==> src/rtl/fma_spec_merge.sv <==
// fma_spec_merge: consumer end of the FMA special-case path.
// Carries the special-case decision of each op alongside the mantissa datapath
// for LAT stages, then picks the special or the normal result, forms the IEEE
// flags {NV,DZ,OF,UF,NX} and accumulates them into a sticky exception register.
// pipe_en is the shared advance enable for every FMA datapath stage.
module fma_spec_merge #(
    parameter int LAT   = 3,
    parameter int TAG_W = 4
) (
    input  logic             clk,
    input  logic             rst,
    input  logic             flush,
    input  logic             in_valid,
    output logic             in_ready,
    input  logic             spec_mask,
    input  logic [2:0]       spec_class,
    input  logic [31:0]      res_spec,
    input  logic [TAG_W-1:0] in_tag,
    output logic             pipe_en,
    input  logic [31:0]      dp_res,
    input  logic             dp_ovf,
    input  logic             dp_unf,
    input  logic             dp_nx,
    output logic             out_valid,
    input  logic             out_ready,
    output logic [31:0]      out_res,
    output logic [TAG_W-1:0] out_tag,
    output logic [4:0]       out_flags,
    input  logic             clr_sticky,
    output logic [4:0]       sticky_flags
);

    // Special-case classes produced by the spec-handler stage.
    localparam logic [2:0] CLS_NAN_PROP = 3'd1;
    localparam logic [2:0] CLS_INVALID  = 3'd2;
    localparam logic [2:0] CLS_OVERFLOW = 3'd3;
    localparam logic [2:0] CLS_UFLOW    = 3'd4;

    // Quiet bit of a binary32 NaN mantissa.
    localparam logic [31:0] QNAN_BIT = 32'h0040_0000;

    // One side-pipe slot: everything the merge needs about an op except dp data.
    typedef struct packed {
        logic             v;
        logic             mask;
        logic [2:0]       cls;
        logic [31:0]      spec;
        logic [TAG_W-1:0] tag;
    } stage_t;

    stage_t           stage_q [LAT];
    stage_t           stage_d [LAT];
    stage_t           last;

    logic             out_valid_q;
    logic [31:0]      out_res_q;
    logic [TAG_W-1:0] out_tag_q;
    logic [4:0]       out_flags_q;
    logic [4:0]       sticky_q;
    logic [4:0]       sticky_d;

    logic [31:0]      sel_res;
    logic [4:0]       sel_flags;
    logic             handshake;

    // The whole FMA pipe moves only when the output register can take a result.
    assign pipe_en   = !out_valid_q | out_ready;
    assign in_ready  = pipe_en;
    assign handshake = out_valid_q & out_ready;
    assign last      = stage_q[LAT-1];

    // Next contents of every side-pipe slot: new op at stage 0, shift elsewhere.
    always_comb begin
        // NOTE: every always_comb output gets a full default first so no path can leave it unassigned and infer a latch.
        stage_d[0] = '{v:    in_valid & pipe_en,
                       mask: spec_mask,
                       cls:  spec_class,
                       spec: res_spec,
                       tag:  in_tag};
        for (int k = 1; k < LAT; k++) begin
            stage_d[k] = stage_q[k-1];
        end
    end

    // Side-pipe register: bubbles advance like ops; flush kills validity only.
    always_ff @(posedge clk) begin
        // NOTE: only the valid bits are reset; payload is qualified by v, so clearing it would add reset fan-out for no behavioural gain.
        if (rst) begin
            for (int k = 0; k < LAT; k++) begin
                stage_q[k].v <= 1'b0;
            end
        end else if (flush) begin
            for (int k = 0; k < LAT; k++) begin
                stage_q[k].v <= 1'b0;
            end
        end else if (pipe_en) begin
            stage_q <= stage_d;
        end
    end

    // Choose special or datapath result for the op at the last stage and form its flags.
    always_comb begin
        sel_res   = dp_res;
        sel_flags = {2'b00, dp_ovf, dp_unf, dp_nx};
        if (last.mask) begin
            sel_res   = last.spec;
            sel_flags = 5'b00000;
            case (last.cls)
                CLS_NAN_PROP: begin
                    // A signalling NaN operand is quieted and raises invalid.
                    sel_res      = last.spec | QNAN_BIT;
                    sel_flags[4] = ~last.spec[22];
                end
                CLS_INVALID:  sel_flags = 5'b10000;
                CLS_OVERFLOW: sel_flags = 5'b00101;
                CLS_UFLOW:    sel_flags = 5'b00011;
                default:      sel_flags = 5'b00000;
            endcase
        end
    end

    // Output register: valid follows the last stage, payload loads only for real ops.
    always_ff @(posedge clk) begin
        // NOTE: state is updated with non-blocking assignments so every register samples pre-edge values regardless of statement order.
        if (rst) begin
            out_valid_q <= 1'b0;
            out_res_q   <= '0;
            out_tag_q   <= '0;
            out_flags_q <= '0;
        end else if (flush) begin
            out_valid_q <= 1'b0;
        end else if (pipe_en) begin
            out_valid_q <= last.v;
            if (last.v) begin
                out_res_q   <= sel_res;
                out_tag_q   <= last.tag;
                out_flags_q <= sel_flags;
            end
        end
    end

    // Sticky next state: a clear coinciding with a handshake keeps that result's flags.
    always_comb begin
        sticky_d = sticky_q;
        if (clr_sticky) begin
            sticky_d = handshake ? out_flags_q : 5'b00000;
        end else if (handshake) begin
            sticky_d = sticky_q | out_flags_q;
        end
    end

    // Sticky exception register.
    always_ff @(posedge clk) begin
        if (rst) begin
            sticky_q <= '0;
        end else begin
            sticky_q <= sticky_d;
        end
    end

    assign out_valid    = out_valid_q;
    assign out_res      = out_res_q;
    assign out_tag      = out_tag_q;
    assign out_flags    = out_flags_q;
    assign sticky_flags = sticky_q;

endmodule
==> config.mk <==
export PLATFORM = sky130hd
export DESIGN_NAME = fma_spec_merge
export DESIGN_NICKNAME = d
export VERILOG_FILES = /design/src/rtl/fma_spec_merge.sv
export SDC_FILE = /design/constraint.sdc
export NUM_CORES = 1
export LEC_CHECK = 0
export ABC_AREA = 1
export CAP_MARGIN = 20
export CORE_MARGIN = 3
export CORE_UTILIZATION = 50
export CTS_CLUSTER_DIAMETER = 80
export DETAILED_ROUTE_END_ITERATION = 6
export GPL_ROUTABILITY_DRIVEN = 0
export GPL_TIMING_DRIVEN = 0
export HOLD_SLACK_MARGIN = 0.15
export PLACE_DENSITY = 0.79
export SYNTH_ARGS = -nofsm -noshare
export SYNTH_HDL_FRONTEND = slang
export SYNTH_SLANG_ARGS = --single-unit
==> constraint.sdc <==
create_clock -name clk -period 10.35 [get_ports clk]
set_clock_uncertainty 0.2 [all_clocks]
set_input_delay 3.105 -clock clk [delete_from_list [all_inputs] [get_ports clk]]
set_output_delay 3.105 -clock clk [all_outputs]
set_load 0.005 [all_outputs]
==> results of run 1 <==
-- synth_stat cells (2+ instances only) --
cell and instances:
buf_4 10, inv_2 3, o21ai_1 20, buf_6 5
a21oi_1 8, nor2_1 90, nand3_1 2, nand2_1 110
o21ai_0 20, buf_2 3, clkbuf_1 2, o21ai_2 3
edfxtp_1 120, dfxtp_1 48, nand2_4 2, inv_1 8
-- report_power, final --
part | switching, µW | internal, µW
combinational | 30.2 | 40.5
clock | 247 | 332
sequential | 5.28 | 742
-- critical path, stage by stage --
cell and delay, ps:
clkdlybuf4s50_1 490, inv_2 50, nand2_4 90, buf_4 110, clkdlybuf4s50_1 480
-- stage by stage --
stage | setup slack, ps | total power, µW | TNS [ps] | util
2_1_floorplan | 1220 | 790 | 0 | -
3_3_place_gp | -876 | 831 | -104440 | 0.656
3_5_place_dp | 2710 | 833 | 0 | 0.665
4_1_cts | 2700 | 1410 | 0 | 0.715
5_1_grt | 2640 | 1450 | 0 | 0.715
6_report | 2710 | 1400 | 0 | 0.715
-- state kept, by name (all words and copies together) (netlist names) --
register / flops
stage_d: 82
last: 41
out_res: 32
out_flags: 4
out_tag: 4
sticky_flags: 4
out_valid: 1
-- worst paths after layout --
check | end | slack [ps] | start
hold reg to reg | last[34]$_DFFE_PP_ | 220 | stage_d[34]$_DFFE_PP_
hold / removal | last[34]$_DFFE_PP_ | 220 | stage_d[34]$_DFFE_PP_
setup reg to reg | stage_d[68]$_DFFE_PP_ | 8610 | out_valid$_SDFFE_PP0N_
setup / recovery | pipe_en | 2710 | out_ready
-- cell type report --
type / count / area (µm²)
clock buffers: 18 / 429
clock inverters: 14 / 124
multi-input cells: 260 / 1090
inverters: 12 / 47.5
well taps: 140 / 175
flip-flops and latches: 168 / 4560
repair buffers: 131 / 1370
plain buffers: 22 / 189
fillers: 729 / 3190
-- cells by family (layout without fill, tap and decap cells) --
kind of cell / count (synthesis) / after routing / share of synthesized area
simple gates: 207 / 207 / 0.137
buf+inv: 34 / 197 / 0.0402
flops: 168 / 168 / 0.777
compound gates: 51 / 51 / 0.0453
other cells: 1 / 2 / 0.000638
-- metal layers --
metal,GRT usage,up-vias
met4,0.104,0
met3,0.0497,27
li1,-,1847
met2,0.284,116
met1,0.217,1664
met5,0,-
==> results.cfg, run 1 <==
[run]
drv_cap = 0

[route]
detail-route-antenna-nets = 0
drt-pass1-iter-count = 4
met2_length_mm = 5.49
drt-vias-per-instance = 4.78
drt-total-wl_mm = 11.0
drtIter0Drc = 222
top_layer_used = met4
detailroute.wirelength.met3_um = 628
route.detailed.wl_per_inst_um = 14.4
vias = 3654
route.detailed.drc = 0
route.layer.met1.wl_mm = 4.57

[setup_path]
worst-endpoint-required_ps = 7050
worstPathArrival_ps = 4340
type_of_the_worst_setup_path = in2out
start_kind = input port
worstRegToRegCells = 5
crit_path_end_kind = output port
critical_path_peak_fanout = 7

[timing]
timing.hold.ws_ps = 215
finalSetupViolCount = 0
hold_violations = 0
finalMaxSlewViolations = 0
maxClockFrequency_mhz = 131
period_minus_slack_ps = 7640
finalCritPeriodShare = 0.738
grt_setup_unrepaired = no

[placed_design]
post-place-cells = 733
post_dp_cell_area_um2 = 7430
placement.io_buffers = 127
dp.final_hpwl_mm = 7.91

[clocking]
cts.repair_timing.setup_buffer_count = 0
cts.sink_count = 168
clock_tree_from_tritoncts = done
ctsHoldBuffers = 0
cells_resized_by_post_cts_repair = 0
ctsLongestPathBuffers = 2
clk_transition_reported_paths_ps = 60
cts_root_buf = clkbuf_16
ctsHtreeMaxLevel = 4
cts_made_buffers = 17
worstSkewPairLatency_ps = 410

[floorplan]
io-pin-count = 130
fp.coreArea_um2 = 11200
row_count = 38
die_area_um2 = 13100
die_width_um = 114
initial_core_util = 0.526
die-height_um = 114

[synthesis]
ys_seq_elements = 168
synth_top_flop_cell = edfxtp_1
post_synth_instance_area_um2 = 5880
avgSynthCellArea_um2 = 12.8
synth_seq_area_share = 0.777
postSynthCellCount = 461
synth_largest_type_area_fraction = 0.613
ys_async_sr_fraction = 0
unique_masters_post_synth = 23
yosys_warnings = 0
synth_enable_flop_cells = 120
post-synth-top-area-cell = edfxtp_1
synth.top_cells.by_area = edfxtp_1 61%, dfxtp_1 16%, nand2_1 7.0%

[global_routing]
antenna_violations_before_repair = 0
groute.usage.overall = 0.178
grt_max_degree = 37
first_global_vias = 3554
grt_pass1_wl_mm = 17.5
gr-total-overflow = 0

[finish]
mostFrequentLayoutCell = clkdlybuf4s50_1
finalInstanceArea_um2 = 7980
most-common-layout-cells = 127 x clkdlybuf4s50_1, 120 x edfxtp_1, 110 x nand2_1, 89 x nor2_1, 48 x dfxtp_1
final_cells = 765
num-nets-final = 693
antenna_cells_inserted = 0
layout-area-overhead-vs-synth_pct = 35.8
final_layout_size_suffix_gt1_frac = 0.106

[pwr]
static-leakage-power_uw = 0.00298
power.density_cell_area_nw_per_um2 = 175
power.ir.vdd_worst_mv = 0.156

[min_path]
min_delay_path_depth = 0
hold_path_class = reg2reg

[run_status]
outcome = finished clean
Note: power is estimated with default switching activity, not from simulation.
==> run 2, diff against run 1 <==
- clock period: 10.35 -> 7.75 ns (I/O delays scaled with it)
==> results.cfg, run 2 (synthesized netlist as in run 1, its figures left out) <==
[run_status]
outcome = finished clean

[clocking]
cts.repair_timing.setup_buffer_count = 0
ctsHoldBuffers = 0
clk_transition_reported_paths_ps = 70
ctsLongestPathBuffers = 2
clock_tree_from_tritoncts = done
cts_made_buffers = 17
cells_resized_by_post_cts_repair = 0
cts.sink_count = 168
cts_root_buf = clkbuf_16
ctsHtreeMaxLevel = 4
worstSkewPairLatency_ps = 410

[setup_path]
type_of_the_worst_setup_path = in2out
start_kind = input port
critical_path_peak_fanout = 7
worst-endpoint-required_ps = 5220
crit_path_end_kind = output port
worstPathArrival_ps = 3570

[finish]
mostFrequentLayoutCell = clkdlybuf4s50_1
flip_flop_count_of_the_largest_register_all_copies_and_words_added = 82
final_layout_size_suffix_gt1_frac = 0.107
num-nets-final = 692
postLayoutCoreUtil = 0.712
final_cells = 764
most-common-layout-cells = 127 x clkdlybuf4s50_1, 120 x edfxtp_1, 110 x nand2_1, 89 x nor2_1, 48 x dfxtp_1
fillCellCount = 782
layout-area-overhead-vs-synth_pct = 35.3
antenna_cells_inserted = 0

[pwr]
internal_power_uw = 1470
clock_share_of_power = 0.418
switching_part_of_the_total_power = 0.218
static-leakage-power_uw = 0.00296
portion_of_total_power_attributed_to_combinational_logic = 0.049
power.ir.vdd_worst_mv = 0.184
post-layout-total-power_uw = 1880
sequential_share_of_power = 0.532
power.density_cell_area_nw_per_um2 = 236
power.switching_uw = 409

[placed_design]
placement.io_buffers = 127
post-place-cells = 732
dp.final_hpwl_mm = 7.97

[route]
route.detailed.wl_per_inst_um = 14.5
detail-route-antenna-nets = 0
drt-pass1-iter-count = 4
route.detailed.drc = 0
vias = 3671
drtIter0Drc = 247
drt-total-wl_mm = 11.1
drt-vias-per-instance = 4.80

[timing]
hold_violations = 0
grt_setup_unrepaired = no
period_minus_slack_ps = 6090
tightest_slew_ps = 868
setup_total_negative_slack_ps = 0
finalSetupViolCount = 0
finalCritPeriodShare = 0.786
finalMaxSlewViolations = 0
worst_slew_margin_rel = 0.420
maxClockFrequency_mhz = 164

[floorplan]
initial_core_util = 0.526
row_count = 38
die_area_um2 = 13100
io-pin-count = 130
die-height_um = 114
die_width_um = 114
fp.coreArea_um2 = 11200

[global_routing]
grt_max_degree = 35
antenna_violations_before_repair = 0
groute.usage.overall = 0.173
gr-total-overflow = 0
first_global_vias = 3705
grt_pass1_wl_mm = 17.3

[min_path]
hold_path_class = reg2reg

[run]
drv_cap = 0
[run 2: routing by layer]
layer / routed length [µm] / share of wire / vias to the layer above / global-route usage
met3: 616 / 0.056 / 19 / 0.0412
li1: - / - / 1849 / -
met5: 0 / 0 / - / 0
met2: 5730 / 0.52 / 111 / 0.303
met4: 229 / 0.021 / 0 / 0.0752
met1: 4490 / 0.41 / 1692 / 0.203
[run 2: critical path, stage by stage]
cell	delay, ps
clkdlybuf4s50_1	500
inv_2	50
nand2_4	100
buf_4	110
clkdlybuf4s50_1	480
[run 2: cell type report]
cell class | instances | area [µm²] | share of cell area
timing repair buffer | 130 | 1330 | 0.167
inverter | 12 | 47.5 | 0.00598
buffer | 22 | 189 | 0.0237
sequential | 168 | 4560 | 0.574
tap | 140 | 175 | 0.0220
clock buffer | 17 | 425 | 0.0535
multi-input combinational | 260 | 1090 | 0.137
clock inverter | 15 | 134 | 0.0168
[run 2: path summary, 6_finish.rpt]
check / start / end / slack (ps) / depth (start not counted)
setup / recovery: out_ready / pipe_en / 1660 / 5
hold reg to reg: stage_d[29]$_DFFE_PP_ / last[29]$_DFFE_PP_ / 220 / 0
setup reg to reg: out_valid$_SDFFE_PP0N_ / last[31]$_DFFE_PP_ / 5460 / 5
hold / removal: stage_d[29]$_DFFE_PP_ / last[29]$_DFFE_PP_ / 220 / 0
[run 2: power groups by stage]
stage / combinational, µW / sequential [µW] / clock (µW)
detailed placement: 92.7 / 1020 / 0
CTS: 93.2 / 999 / 798
global route: 101 / 1000 / 841
global placement: 86.3 / 1020 / 0
finish: 92.3 / 999 / 785
floorplan: 35.1 / 1020 / 0
[run 2: through the flow]
| stage | hold WS (ps) | cell area (µm²) | setup WS, ps |
|---|---|---|---|
| after global routing | 221 | 7960 | 1600 |
| after detailed placement | 205 | 7400 | 1660 |
| after CTS | 218 | 7960 | 1660 |
| after global placement | 201 | 7330 | -94.8 |
| final | 217 | 7960 | 1660 |
| after floorplan | 200 | 5880 | 1400 |
==> run 3, diff against run 2 <==
- clock period: 7.75 -> 6.1 ns (I/O delays scaled with it)
==> results of run 3 <==
Same layout as run 2 (identical final DEF). Status: finished clean.
Main changes from that run: setup slack after placement 1660 ps -> 996 ps; setup slack after layout 1660 ps -> 998 ps; register-to-register setup slack 5460 ps -> 3810 ps; total power 1880 µW -> 2380 µW; worst IR drop on VDD 0.184 mV -> 0.234 mV
